### src/rtl/ctrl_pkg.sv
// rtl/ctrl_pkg.sv - opcodes, state encoding and control-field encodings for multicycle_ctrl
package ctrl_pkg;

  localparam logic [5:0] OP_R    = 6'b000000;
  localparam logic [5:0] OP_LW   = 6'b100011;
  localparam logic [5:0] OP_SW   = 6'b101011;
  localparam logic [5:0] OP_ADDI = 6'b000001;
  localparam logic [5:0] OP_BEQ  = 6'b000100;
  localparam logic [5:0] OP_BNE  = 6'b100000;
  localparam logic [5:0] OP_J    = 6'b000010;
  localparam logic [5:0] OP_JAL  = 6'b000111;
  localparam logic [5:0] OP_JR   = 6'b000011;
  localparam logic [5:0] OP_JALR = 6'b001111;

  localparam int STATE_W = 4;

  typedef enum logic [STATE_W-1:0] {
    S_FETCH  = 4'd0,
    S_DECODE = 4'd1,
    S_MADDR  = 4'd2,
    S_MRD    = 4'd3,
    S_MWB    = 4'd4,
    S_MWR    = 4'd5,
    S_REXE   = 4'd6,
    S_RWB    = 4'd7,
    S_IEXE   = 4'd8,
    S_IWB    = 4'd9,
    S_BR     = 4'd10,
    S_JMP    = 4'd11,
    S_JR     = 4'd12,
    S_TRAP   = 4'd13
  } state_t;

  localparam logic [1:0] PC_ALU  = 2'b00;
  localparam logic [1:0] PC_TGT  = 2'b01;
  localparam logic [1:0] PC_JMP  = 2'b10;
  localparam logic [1:0] PC_RS   = 2'b11;

  localparam logic [1:0] SRCB_RT    = 2'b00;
  localparam logic [1:0] SRCB_FOUR  = 2'b01;
  localparam logic [1:0] SRCB_IMM   = 2'b10;
  localparam logic [1:0] SRCB_SHIMM = 2'b11;

  localparam logic [1:0] ALUOP_ADD   = 2'b00;
  localparam logic [1:0] ALUOP_SUB   = 2'b01;
  localparam logic [1:0] ALUOP_FUNCT = 2'b10;

  localparam logic [1:0] TC_NONE    = 2'b00;
  localparam logic [1:0] TC_ILLEGAL = 2'b01;
  localparam logic [1:0] TC_TIMEOUT = 2'b10;

  function automatic logic is_wait_state(input state_t s);
    return (s == S_FETCH) || (s == S_MRD) || (s == S_MWR);
  endfunction

endpackage

### src/rtl/mem_wait_timer.sv
// rtl/mem_wait_timer.sv - saturating memory-wait counter with timeout compare
module mem_wait_timer #(
  parameter int TMO_W       = 8,
  parameter int MEM_TIMEOUT = 200
) (
  input  logic clk,
  input  logic reset,
  input  logic clr,
  input  logic inc,
  output logic expired
);

  logic [TMO_W-1:0] cnt;

  always_ff @(posedge clk or posedge reset) begin
    if (reset) begin
      cnt <= '0;
    end else if (clr) begin
      cnt <= '0;
    end else if (inc && (cnt != '1)) begin
      cnt <= cnt + 1'b1;
    end
  end

  // cnt counts prior unready cycles, so this is the MEM_TIMEOUT-th one
  generate
    if (MEM_TIMEOUT == 0) begin : g_off
      assign expired = 1'b0;
    end else begin : g_on
      assign expired = (cnt >= TMO_W'(MEM_TIMEOUT - 1));
    end
  endgenerate

endmodule

### src/rtl/multicycle_ctrl.sv
// rtl/multicycle_ctrl.sv - multi-cycle fetch/decode/execute/memory/write-back control FSM
module multicycle_ctrl
  import ctrl_pkg::*;
#(
  parameter int OPW         = 6,
  parameter int TMO_W       = 8,
  parameter int MEM_TIMEOUT = 200,
  parameter int CNT_W       = 32
) (
  input  logic             clk,
  input  logic             reset,
  input  logic [OPW-1:0]   opcode,
  input  logic             mem_ready,
  output logic             mem_read,
  output logic             mem_write,
  output logic             i_or_d,
  output logic             ir_write,
  output logic             pc_write,
  output logic             pc_write_cond,
  output logic [1:0]       pc_src,
  output logic             alu_src_a,
  output logic [1:0]       alu_src_b,
  output logic [1:0]       alu_op,
  output logic             reg_write,
  output logic             reg_dst,
  output logic             mem_to_reg,
  output logic             jal,
  output logic             bne,
  output logic             trap,
  output logic [1:0]       trap_cause,
  output logic [CNT_W-1:0] retired
);

  state_t         state;
  logic [OPW-1:0] op_q;
  logic           waiting;
  logic           expired;

  assign waiting = is_wait_state(state);

  mem_wait_timer #(
    .TMO_W       (TMO_W),
    .MEM_TIMEOUT (MEM_TIMEOUT)
  ) u_timer (
    .clk     (clk),
    .reset   (reset),
    .clr     (!waiting || mem_ready),
    .inc     (waiting && !mem_ready),
    .expired (expired)
  );

  // Full-width compare: any set bit above the low six makes the opcode illegal
  function automatic state_t dispatch(input logic [OPW-1:0] op);
    case (op)
      OPW'(OP_R):                return S_REXE;
      OPW'(OP_LW),  OPW'(OP_SW): return S_MADDR;
      OPW'(OP_ADDI):             return S_IEXE;
      OPW'(OP_BEQ), OPW'(OP_BNE):return S_BR;
      OPW'(OP_J),   OPW'(OP_JAL):return S_JMP;
      OPW'(OP_JR),  OPW'(OP_JALR):return S_JR;
      default:                   return S_TRAP;
    endcase
  endfunction

  always_ff @(posedge clk or posedge reset) begin
    if (reset) begin
      state      <= S_FETCH;
      op_q       <= '0;
      trap       <= 1'b0;
      trap_cause <= TC_NONE;
      retired    <= '0;
    end else begin
      case (state)
        S_FETCH: begin
          if (mem_ready) begin
            state <= S_DECODE;
          end else if (expired) begin
            state      <= S_TRAP;
            trap       <= 1'b1;
            trap_cause <= TC_TIMEOUT;
          end
        end
        S_DECODE: begin
          op_q  <= opcode;
          state <= dispatch(opcode);
          if (dispatch(opcode) == S_TRAP) begin
            trap       <= 1'b1;
            trap_cause <= TC_ILLEGAL;
          end
        end
        S_MADDR: state <= (op_q == OPW'(OP_LW)) ? S_MRD : S_MWR;
        S_MRD: begin
          if (mem_ready) begin
            state <= S_MWB;
          end else if (expired) begin
            state      <= S_TRAP;
            trap       <= 1'b1;
            trap_cause <= TC_TIMEOUT;
          end
        end
        S_MWR: begin
          if (mem_ready) begin
            state   <= S_FETCH;
            retired <= retired + 1'b1;
          end else if (expired) begin
            state      <= S_TRAP;
            trap       <= 1'b1;
            trap_cause <= TC_TIMEOUT;
          end
        end
        S_REXE: state <= S_RWB;
        S_IEXE: state <= S_IWB;
        S_MWB, S_RWB, S_IWB, S_BR, S_JMP, S_JR: begin
          state   <= S_FETCH;
          retired <= retired + 1'b1;
        end
        default: state <= S_TRAP;
      endcase
    end
  end

  always_comb begin
    mem_read      = 1'b0;
    mem_write     = 1'b0;
    i_or_d        = 1'b0;
    ir_write      = 1'b0;
    pc_write      = 1'b0;
    pc_write_cond = 1'b0;
    pc_src        = PC_ALU;
    alu_src_a     = 1'b0;
    alu_src_b     = SRCB_RT;
    alu_op        = ALUOP_ADD;
    reg_write     = 1'b0;
    reg_dst       = 1'b0;
    mem_to_reg    = 1'b0;
    jal           = 1'b0;
    bne           = 1'b0;
    case (state)
      S_FETCH: begin
        mem_read  = 1'b1;
        alu_src_b = SRCB_FOUR;
        ir_write  = mem_ready;
        pc_write  = mem_ready;
      end
      S_DECODE: alu_src_b = SRCB_SHIMM;
      S_MADDR: begin
        alu_src_a = 1'b1;
        alu_src_b = SRCB_IMM;
      end
      S_MRD: begin
        mem_read = 1'b1;
        i_or_d   = 1'b1;
      end
      S_MWB: begin
        reg_write  = 1'b1;
        mem_to_reg = 1'b1;
      end
      S_MWR: begin
        mem_write = 1'b1;
        i_or_d    = 1'b1;
      end
      S_REXE: begin
        alu_src_a = 1'b1;
        alu_op    = ALUOP_FUNCT;
      end
      S_RWB: begin
        reg_write = 1'b1;
        reg_dst   = 1'b1;
      end
      S_IEXE: begin
        alu_src_a = 1'b1;
        alu_src_b = SRCB_IMM;
      end
      S_IWB: reg_write = 1'b1;
      S_BR: begin
        alu_src_a     = 1'b1;
        alu_op        = ALUOP_SUB;
        pc_write_cond = 1'b1;
        pc_src        = PC_TGT;
        bne           = (op_q == OPW'(OP_BNE));
      end
      S_JMP: begin
        pc_write  = 1'b1;
        pc_src    = PC_JMP;
        jal       = (op_q == OPW'(OP_JAL));
        reg_write = (op_q == OPW'(OP_JAL));
      end
      S_JR: begin
        pc_write  = 1'b1;
        pc_src    = PC_RS;
        jal       = (op_q == OPW'(OP_JALR));
        reg_write = (op_q == OPW'(OP_JALR));
      end
      default: ;
    endcase
  end

endmodule

### config.mk
export PLATFORM = sky130hd
export DESIGN_NAME = multicycle_ctrl
export DESIGN_NICKNAME = d
export VERILOG_FILES = /design/src/rtl/ctrl_pkg.sv /design/src/rtl/mem_wait_timer.sv /design/src/rtl/multicycle_ctrl.sv
export SDC_FILE = /design/constraint.sdc
export NUM_CORES = 1
export LEC_CHECK = 0
export CAP_MARGIN = 15
export CORE_UTILIZATION = 47
export CTS_CLUSTER_DIAMETER = 120
export DETAILED_ROUTE_END_ITERATION = 12
export PLACE_DENSITY = 0.84
export SLEW_MARGIN = 25
export SYNTH_ARGS = -nofsm -noshare
export SYNTH_HDL_FRONTEND = slang
export SYNTH_SLANG_ARGS = --single-unit
### constraint.sdc
create_clock -name clk -period 1.8 [get_ports clk]
set_clock_uncertainty 0.2 [all_clocks]
set_input_delay 0.27 -clock clk [delete_from_list [all_inputs] [get_ports clk]]
set_output_delay 0.27 -clock clk [all_outputs]
set_load 0.02 [all_outputs]
* After elaboration in Yosys (flattened, before gate mapping) *
Index checks and enable logic that the tools add are counted.

word-level totals
  register bits after elaboration = 53
  bits of input ports = 9
  word-level logic and storage cells = 101

cells by class
  add/sub/neg operators = 2
  $lt $le $gt $ge = 1
  equal/unequal tests = 31
  mux-type cells = 35
  reduce and logical (&&, ||, !) cells = 26

operator list
  operator                                              count
  case mux 32 bit (2 select lines)                      1
  adder 32 x 1 -> 32 bit (second input constant)        1
  two-way mux 32 bit                                    1
  case mux 4 bit (8 select lines)                       1
  equality test 6 bit (second input constant)           5
  equality test 4 bit (second input constant)           6
  case mux 4 bit (6 select lines)                       1
  two-way mux 4 bit                                     5
  equality test 6 x 3 -> 1 bit (second input constant)  3
  equality test 4 x 3 -> 1 bit (second input constant)  4
  two-way mux 8 bit                                     2
  OR reduction 2 bit                                    8
  equality test 6 x 2 -> 1 bit (second input constant)  2
  equality test 6 x 4 -> 1 bit (second input constant)  2
  two-way mux 1 bit                                     12
  case mux 2 bit (3 select lines)                       2
  adder 8 x 1 -> 8 bit (second input constant)          1
  equality test 4 x 2 -> 1 bit (second input constant)  2
  >= comparator 8 bit (second input constant)           1
  inequality test 8 bit (second input constant)         1
  case mux 2 bit (2 select lines)                       2
  equality test 6 x 1 -> 1 bit (second input constant)  1
  zero test 6 bit                                       1
  two-way mux 2 bit                                     3
  16 further kinds                                      27

* Logic depth before layout (Yosys ltp) *
  depth after elaboration = 7
  gate-level depth with buffers = 7
  gate-level depth less buffers = 6

* By module *
A second synthesis with hierarchy kept.

unflattened totals
  cells, all modules = 340
  area, all modules = 3078.0 um^2

by module, submodules not included
  module           instances  cells each  area an instance (um^2)  seq. area each (um^2)
  multicycle_ctrl  1          293         2613.8                   1126.1
  mem_wait_timer   1          47          464.2                    200.2

* Worst setup path before layout *
No wires, ideal clock.

  kind = flip-flop to output port
  start point = register state[2]
  end point = output reg_write
  arrival time = 1.943 ns
  required time = 1.330 ns
  setup slack = -0.613 ns
  stages on the path, launching flop included = 6
  buffers on the path = 1
  cell sequence = dfrtp_1 -> clkbuf_8 -> nor3b_1 -> mux2i_1 -> nor4_1 -> a211o_1

on the way
  cells in the longest elaborated chain, start to end = 3
  elaborated cells on any way between the ends = 7
  classes of those cells = eq/ne (5); mux (1); reduce/logical (1)

ends and longest elaborated chain
  element                                                                     line                    text
  start, declared                                                             multicycle_ctrl.sv:34   state_t state;
  start signal, assigned                                                      multicycle_ctrl.sv:85   state <= dispatch(opcode);
  start signal, assigned                                                      multicycle_ctrl.sv:91   S_MADDR: state <= (op_q == OPW'(OP_LW)) ? S_MRD : S_MWR;
  equality test 4 x 3 -> 1 bit / equality test 4 bit (equally long branches)  multicycle_ctrl.sv:138  case (state)
  OR reduction 3 bit (no line)                                                n/a
  case mux 1 bit (3 select lines) *                                           multicycle_ctrl.sv:138
  end, declared                                                               multicycle_ctrl.sv:24   output logic reg_write,

Mark *: on every way between the ends. The rest lies on a longest branch, timed or not.

* Worst setup path after layout *
  start point = register state[1]
  end point = output reg_write

Same word-level chain as after synthesis.

==> out/results.txt <==
The flow ran to the end, but the final reports show violations. The checks that failed: negative setup slack. The final routed wire length divided by cell count was 23.2 um; the number of vias per cell after detailed routing was 6.24. Subtracting the final worst setup slack from the clock period gives 2.17 ns. Setup repair after global routing could not meet its margin everywhere. The count of nets left with antenna violations once routing finished came out at 0.

The cell count after synthesis came out at 324. After layout, the design draws a total of 6.72 mW. Static timing analysis puts the maximum clock frequency at 461 MHz. Measured against its own limit, the worst slew margin works out to 66.1%. Per report_power, the sequential group accounts for 23.5% of the total.

Summed over all nets, wire length on met3 after detailed routing comes to 994 um. Wire segments on met2 add up to 6640 um in the final route. In this run, distinct cell masters in the synthesized netlist total 57. In this run, the clock network consumes 11.1% of the power.

Uppermost metal layer occupied by signal nets: met4. The worst-case IR drop observed on VDD is 1020 uV. The nature of the critical path endpoint is an output port.

The pre-antenna-repair detailed-routing pass consisted of 5 iterations. The initial utilization of the core area, before any placement, comes to 48.9%. The detailed router put a total of 4630 um of wire on met1. Data arrives at the worst endpoint at 1.70 ns. The number of DRC markers after the initial detailed-route iteration was 392. Setup total negative slack on the finished layout was measured at -14.36 ns. Relative to the synthesized area, the layout overhead comes to 70.8%. The run gives 5 as the number of clock buffers inserted by TritonCTS. The flip-flop and latch count after synthesis is 53. At the pin with the least slew margin, the transition time is 0.509 ns. The clock insertion delay at the later pin of the skew report is 0.33 ns. The run gives 29 as the row count. The count of buffers added on input and output ports is 61. STA classifies the critical path startpoint as a flop. Entering global routing, the biggest net connects 23 pins.

The die outline area is 6930 um^2, and the number of H-tree levels is 2. TritonCTS built the clock tree. The floorplan die width came out at 83.3 um. The total setup violations reported at the end of the flow is 70, and the maximum count of clock buffers along a single path is 2.

The via count of the first global-routing pass came out at 3,372. The tightest min-delay check is of the input port to async pin type. The tools report the total number of vias as 3,489. In this run switching power makes up 42.0% of total power. The number of top-level design ports was 62.

For the global-route wire length before repair, the log shows 16,600 um. The area of the mapped netlist is 3100 um^2. The clock transition time at the flip-flop clock pins of the worst setup and hold paths works out to 0.12 ns.

The tools report the overall fraction of global-route tracks in use as 30.5%. From bottom edge to top edge, the die measures 83.3 um. The run gives -0.371 ns as the worst-case setup margin in the final layout. At the end of routability-driven placement, the weighted congestion stood at 0.831. The run gives 42.7% as the share of the yosys chip area belonging to registers. For this run, the post-layout net count is 492. The internal power component is 3.90 mW, and the relative contribution of combinational cells to total power is 65.3%.

The number of antenna diodes in the final layout is 0. The tools report the remaining global-route overflow as 0. Static leakage: 2.49 nW.

Counting every sink on the clock net gives 53. Along the worst path, the maximum fanout reaches 6. Yosys printed 0 warnings.

Final clock period utilization by the worst path: 121%. Category of the critical setup timing path: flop to output port. The number of antenna violations at the first check in global routing was 0. For this block, the routed nets add up to 13,000 um of wire. The power density over the cells came out at 1270 nW/um^2.

Each instance of the synthesized netlist takes up on average 9.58 um^2. CTS placed an instance of clkbuf_8 at the clock tree root. At the worst endpoint, the required time is 1.33 ns. The analysis attributes to net switching a power of 2.83 mW.

The post-route netlist has 51.5% of its cells at a drive strength greater than 1. Most used flip-flop cell after synthesis: dfrtp_1. The number of hold violations in the final report is 0, and the number of nets produced by synthesis is 335. The filler cells instantiated in the layout total 319.

The async set-reset flop share out of synthesis was 100%. In this run, synthesis inferred 0 flip-flops with an integrated enable. The HPWL after detailed placement is 6170 um.

For this run, design rule violations remaining after detail routing come to 0. Measured on the finished design, the core utilization comes to 83.5%. The number of violations of the max-capacitance limit was 0.

The logs give 6350 um^2 for the area of the core and 0 for the number of pins with negative max-slew slack in the final report.
==> flip-flops by register name, summed over array words and instances, names as in the netlist <==
signal and flops:
op_q 6, u_timer.cnt 8, trap_cause 2, state 4
retired 32, trap 1
==> critical path: stages (launching register included) <==
cell     delay (ns)
dfrtp_2        0.51
buf_4          0.16
buf_4          0.15
mux2i_1        0.11
a211o_1        0.31
buf_6          0.13
==> final timing paths <==
| path | startpoint | end | slack, ns | cells past startpoint |
|---|---|---|---|---|
| max in group asynchronous | reset | retired[22] | 0.90 | 3 |
| setup reg to reg | state[3] | retired[30] | -0.37 | 8 |
| hold / removal | reset | u_timer.cnt[2] | 0.04 | 2 |
| min in group clk | opcode[2] | trap_cause[1] | 0.17 | 3 |
| setup / recovery | state[1] | reg_write | -0.37 | 5 |
| hold reg to reg | retired[31] | retired[31] | 0.28 | 1 |
==> what timing repair did <==
action,in CTS,in global routing
hold buffers,0,0
endpoints found under the setup margin,98,75
cloned,1,0
pin swaps,42,30
setup buffers,13,18
resized for setup,202,72
==> cell usage in the layout, fill, tap and decap left out, drive strengths merged, types with 14 or more instances in the layout <==
master,netlist,final
buf,11,123
xor2,19,19
nor3,17,17
nand3,13,14
nand4,15,15
nand2,24,24
dlygate4sd2,0,27
nor2,42,42
xnor2,22,22
dfrtp,53,53
==> synth_stat cells, types with 5 or more instances <==
cell type | count | area share, %
mux2_2 | 8 | 2.9
a21oi_1 | 7 | 1.1
and3_1 | 8 | 1.6
nand3_1 | 12 | 1.9
o311ai_0 | 5 | 1.4
xor2_1 | 19 | 5.4
nand2_1 | 24 | 2.9
o21ai_0 | 7 | 1.1
nand4_1 | 15 | 3.0
dfrtp_1 | 53 | 43
and4_1 | 5 | 1.4
nor2_1 | 42 | 5.1
xnor2_1 | 22 | 6.2
inv_1 | 10 | 1.2
nor3_1 | 17 | 2.7
==> cells by family (layout without fill, tap and decap cells) <==
logic type / count (synthesis) / after routing / synth area share (%)
XOR/XNOR: 41 / 41 / 11.6
flip-flops: 53 / 53 / 42.7
multiplexers: 11 / 11 / 3.87
adder cells (fa/ha/maj): 3 / 3 / 1.13
buffers and inverters: 29 / 186 / 5.84
AND/OR/NAND/NOR: 148 / 149 / 25.7
AO/OA/AOI/OAI: 39 / 39 / 9.15
==> stage by stage <==
stage / hold slack, ns / cell area, um^2 / setup WS (ns) / cells
detailed placement: 0.263 / 4390 / -0.464 / 522
CTS: 0.0523 / 4880 / -0.326 / 543
global placement: 0.261 / 4390 / -0.406 / 522
floorplan: 0.222 / 3210 / -0.160 / 324
global route: 0.0856 / 5300 / -0.401 / 559
finish: 0.0394 / 5300 / -0.371 / 559
==> power groups by stage <==
| stage | clock network [mW] | registers [mW] | logic (mW) |
|---|---|---|---|
| final | 0.749 | 1.58 | 4.39 |
| after global routing | 0.797 | 1.59 | 4.58 |
| after CTS | 0.713 | 1.54 | 3.54 |
| after detailed placement | 0 | 1.56 | 2.92 |
| after global placement | 0 | 1.54 | 2.82 |
| after floorplan | 0 | 1.66 | 1.52 |
==> metal layers <==
layer  vias to the layer above  global-route usage [%]
met4                         0                    18.0
li1                       1469                       -
met3                        74                    4.47
met1                      1706                    35.4
met5                         -                       0
met2                       240                    53.3
==> area by class of cell <==
type	instances	area, um^2	area share (%)
multi-input combinational	243	2180	41.2
clock buffer	5	68.8	1.30
sequential	53	1350	25.4
inverter	11	53.8	1.01
timing repair buffer	167	1530	28.8
clock inverter	3	25.0	0.472
tap	77	96.3	1.82
(Power assumes the default switching activity.)
